==> config.mk <==
export PLATFORM = sky130hd
export DESIGN_NAME = rob_ctrl
export DESIGN_NICKNAME = d
export VERILOG_FILES = /design/src/rtl/rob_ctrl.sv
export SDC_FILE = /design/constraint.sdc
export NUM_CORES = 1
export LEC_CHECK = 0
export ABC_AREA = 0
export ABC_CLOCK_PERIOD_IN_PS = 7050
export CAP_MARGIN = 10
export CORE_MARGIN = 4
export CORE_UTILIZATION = 25
export DETAILED_ROUTE_END_ITERATION = 7
export PLACE_DENSITY = 0.43
export SLEW_MARGIN = 10
export SYNTH_ARGS = -nofsm -noshare
export SYNTH_HDL_FRONTEND = slang
export SYNTH_SLANG_ARGS = --single-unit
==> constraint.sdc <==
create_clock -name clk1 -period 7.05 [get_ports clk1]
set_input_delay 1.0575 -clock clk1 [delete_from_list [all_inputs] [get_ports clk1]]
set_output_delay 1.0575 -clock clk1 [all_outputs]
set_load 0.01 [all_outputs]
==> src/rtl/rob_ctrl.sv <==
// 8-entry in-order reorder buffer: issue allocates at tail, CDB marks results ready, one in-order commit per cycle.
// Commit is a registered pulse one edge after the head becomes ready; issue stalls while full (iss_ready=0).
module rob_ctrl #(
  parameter int DATA_W = 16,
  parameter int DEPTH  = 8
) (
  input  logic              clk1,
  input  logic              rst_n,
  input  logic              iss_valid,
  input  logic [3:0]        iss_dest,
  output logic              iss_ready,
  output logic [2:0]        iss_tag,
  input  logic              cdb_valid,
  input  logic [2:0]        cdb_tag,
  input  logic [DATA_W-1:0] cdb_value,
  output logic              cmt_valid,
  output logic [3:0]        cmt_dest,
  output logic [2:0]        cmt_tag,
  output logic [DATA_W-1:0] cmt_value,
  input  logic              flush,
  input  logic [3:0]        qry_reg,
  output logic              qry_hit,
  output logic [2:0]        qry_tag,
  output logic              qry_ready,
  output logic [DATA_W-1:0] qry_value,
  output logic [3:0]        count,
  output logic              empty,
  output logic              full
);

  logic [DEPTH-1:0]             busy;
  logic [DEPTH-1:0]             rdy;
  logic [DEPTH-1:0][3:0]        dest;
  logic [DEPTH-1:0][DATA_W-1:0] val;
  logic [2:0]                   head_p;
  logic [2:0]                   tail_p;
  logic [2:0]                   qidx;

  logic do_iss;
  logic do_cmt;
  logic do_cdb;

  assign empty     = (count == 4'd0);
  assign full      = (count == 4'(DEPTH));
  assign iss_ready = ~full;
  assign iss_tag   = tail_p;

  // All three decisions look only at pre-edge state, so a same-cycle issue
  // never receives a broadcast and a fresh result never commits without a cycle gap.
  assign do_iss = iss_valid & ~full;
  assign do_cmt = busy[head_p] & rdy[head_p];
  assign do_cdb = cdb_valid & busy[cdb_tag] & ~rdy[cdb_tag];

  // Walk from oldest to youngest; the last match seen is the youngest writer.
  always_comb begin
    qry_hit   = 1'b0;
    qry_tag   = 3'd0;
    qry_ready = 1'b0;
    qry_value = '0;
    qidx      = 3'd0;
    for (int k = 0; k < DEPTH; k++) begin
      qidx = head_p + 3'(k);
      if (busy[qidx] && (dest[qidx] == qry_reg)) begin
        qry_hit   = 1'b1;
        qry_tag   = qidx;
        qry_ready = rdy[qidx];
        qry_value = val[qidx];
      end
    end
  end

  always_ff @(posedge clk1) begin
    if (!rst_n) begin
      busy      <= '0;
      rdy       <= '0;
      dest      <= '0;
      val       <= '0;
      head_p    <= 3'd0;
      tail_p    <= 3'd0;
      count     <= 4'd0;
      cmt_valid <= 1'b0;
      cmt_dest  <= 4'd0;
      cmt_tag   <= 3'd0;
      cmt_value <= '0;
    end else if (flush) begin
      busy      <= '0;
      rdy       <= '0;
      head_p    <= 3'd0;
      tail_p    <= 3'd0;
      count     <= 4'd0;
      cmt_valid <= 1'b0;
    end else begin
      cmt_valid <= do_cmt;
      if (do_cmt) begin
        cmt_dest     <= dest[head_p];
        cmt_tag      <= head_p;
        cmt_value    <= val[head_p];
        busy[head_p] <= 1'b0;
        head_p       <= head_p + 3'd1;
      end
      if (do_iss) begin
        busy[tail_p] <= 1'b1;
        rdy[tail_p]  <= 1'b0;
        dest[tail_p] <= iss_dest;
        tail_p       <= tail_p + 3'd1;
      end
      if (do_cdb) begin
        rdy[cdb_tag] <= 1'b1;
        val[cdb_tag] <= cdb_value;
      end
      case ({do_iss, do_cmt})
        2'b10:   count <= count + 4'd1;
        2'b01:   count <= count - 4'd1;
        default: count <= count;
      endcase
    end
  end

endmodule

==> metrics <==
status completed; Slowest-stage cell, CP or4_1; CTS sink cnt 210; drt wl/cell about 23 um; Syn Inst Count 1677; Critical Path RT between 5000 and 6000 ps; cell taking the most area after synthesis dfxtp_1; CTS H-tree depth 1; min Tclk post-route ~6700 ps; max-slew violations 0; Routed Antenna Nets 0; DR pass1 iterations 5; PD cells about 150 nW/um^2; largest fanout on the critical path about 120; CTS tree yes; final design instance area without fill a little under 20000 um^2; fin nets roughly 1700; Leak Pwr 0.00624 uW; IO Pins 87; vias per cell 5.44; Async SR Flop Fraction 0; Worst Path Buf+Inv 3; Critical Path AT about 5600 ps; Max Fclk approximately 150 MHz; synthesis warning total 0; vias in the first global route roughly 14000; Total Neg Setup Slack 0 ps; Congestion Overflow GR 0; RSZ-0062 raised after global routing false; syn_area_per_cell between 10 and 15 um^2; commonest non-fill, non-tap cell in the layout mux2i_1; initial antenna violation count 3; Inst Count DP between 2000 and 3000; CTS root buffer clkbuf_16; share of layout cells above drive strength 1 0.182; I/O Buffers 86; final hold violation count 0; Seq/Total Area, Yosys 0.249; Main synth FF type dfxtp_1; relative slew slack 0.218; # rows 95; top post-synthesis cells by area dfxtp_1, mux4_2, mux2i_1; Die Y 268 um; placed cell area between 15000 and 20000 um^2; first-pass GRT wire length 89900 um; final setup violation count 0; CP top delay family buffers and inverters; max incr delay on CP 1000 ps; post-synth top area share 0.249; PostCTS Resize Cnt 0; Worst Setup Path Type register to output pin; FILL cells between 6000 and 7000; worst-path cell chain buf_12 > mux4_1 > nand2_1 > mux4_2 > or4_1 > buf_4 > nor3_2 > o31ai_1 > a31oi_1 > clkdlybuf4s50_1; Power Total slightly below 3000 uW; CTS Buffer Depth 3; Cell Count, Final, Fillers Out between 2000 and 3000; GR Util All Layers 0.162; most frequent cells in the layout mux2i_1, dfxtp_1, nand2_1; startpoint types register; reg2reg setup slack approximately 2600 ps; # hold bufs at CTS 0; Die X 268 um; Worst-Margin Slew roughly 1200 ps; # Max-Cap Violations 0; clock latency on the worst-skew pair 580 ps; Vias between 10000 and 15000; Initial Util 0.252; number of CTS-inserted buffers 28; Layout area overhead 15.2%; endpoint class of the critical path output pin; EDFF count, synth 0; Netlist cell types 65; synthesized flop and latch total 210; final wirelength 59600 um; setup bufs post-CTS 0; Reg clk slew, reported paths ~70 ps; Post-Syn Nets 1720; die area 71800 um^2; Detailed Place HPWL roughly 39000 um; initial drt markers 1211; worst hold path type register to register; worst vdd ir roughly 120 uV; period utilisation layout 0.946; Fin Clk Skew 26.4 ps; drt drc 0; core footprint ~67000 um^2; largest net degree at the start of global routing 120; Cell Area, Synth about 17000 um^2; Placer Congestion 0.830
==> cell usage after synthesis, drive strengths merged (17+ instances only) <==
library cell,n
nand3,28
o21ai,65
nor2,62
a21oi,34
xnor2,25
a221oi,17
a21boi,44
dfxtp,210
a31oi,17
o211a,17
nor2b,131
buf,70
nand2,189
nor3,27
clkbuf,102
o31ai,17
o22ai,17
mux2i,266
mux4,184
==> worst register-to-register path: cells and delay by family (launching register included) <==
kind / cells / cell delay, ps
buffers and inverters: 3 / 1750
multiplexers: 2 / 750
AO/OA/AOI/OAI: 4 / 590
adder cells (fa/ha/maj): 2 / 520
flip-flops: 1 / 340
AND/OR/NAND/NOR: 1 / 300
XOR/XNOR: 1 / 100
==> stage by stage <==
step / util / setup WS, ps / hold slack (ps)
4_1_cts: 0.290 / 270 / 472
3_3_place_gp: 0.276 / 903 / 465
5_1_grt: 0.290 / 104 / 488
6_report: 0.291 / 377 / 469
3_5_place_dp: 0.276 / 919 / 462
2_1_floorplan: - / 1000 / 468
==> final cells by class <==
type | instances | area, um^2 | area share
diodes | 2 | 5.00 | 0.000257
clock buffers | 35 | 757 | 0.0389
clock inverters | 16 | 234 | 0.0120
inverters | 15 | 56.3 | 0.00289
multi-input cells | 1280 | 11900 | 0.613
flip-flops and latches | 210 | 4210 | 0.216
well taps | 873 | 1090 | 0.0561
repair buffers | 128 | 1190 | 0.0609
==> logic make-up after synthesis <==
family,after synthesis,synth area share
flops,210,0.249
mux,453,0.406
buf+inv,187,0.0506
compound gates,291,0.121
fa+ha+maj,11,0.00859
xor+xnor,36,0.0187
simple gates,489,0.146
==> power by group <==
part           total [uW]  internal, uW  switching, uW
Sequential           1210          1190           12.3
Clock                1550           946            603
Combinational         167          71.5           95.2
==> routing by layer <==
layer / vias up / global-route usage / wire, um
li1: 6312 / - / -
met2: 490 / 0.265 / 27900
met3: 90 / 0.0215 / 3680
met4: 2 / 0.0427 / 1440
met5: - / 0 / 7
met1: 7032 / 0.227 / 26500
==> final timing paths <==
path / depth (start not counted) / to / start
max: 10 / qry_value[4] / head_p[0]
min: 2 / cmt_tag[0] / cmt_tag[0]
max reg2reg: 13 / count[3] / head_p[1]
min reg2reg: 2 / cmt_tag[0] / cmt_tag[0]
==> registers in the layout, summed over array words and instances (netlist names) <==
name	cells
dest	32
val	128
head_p	3
cmt_tag	3
rdy	8
cmt_value	16
cmt_valid	1
busy	8
count	4
iss_tag	3
cmt_dest	4
(Power assumes the default switching activity.)
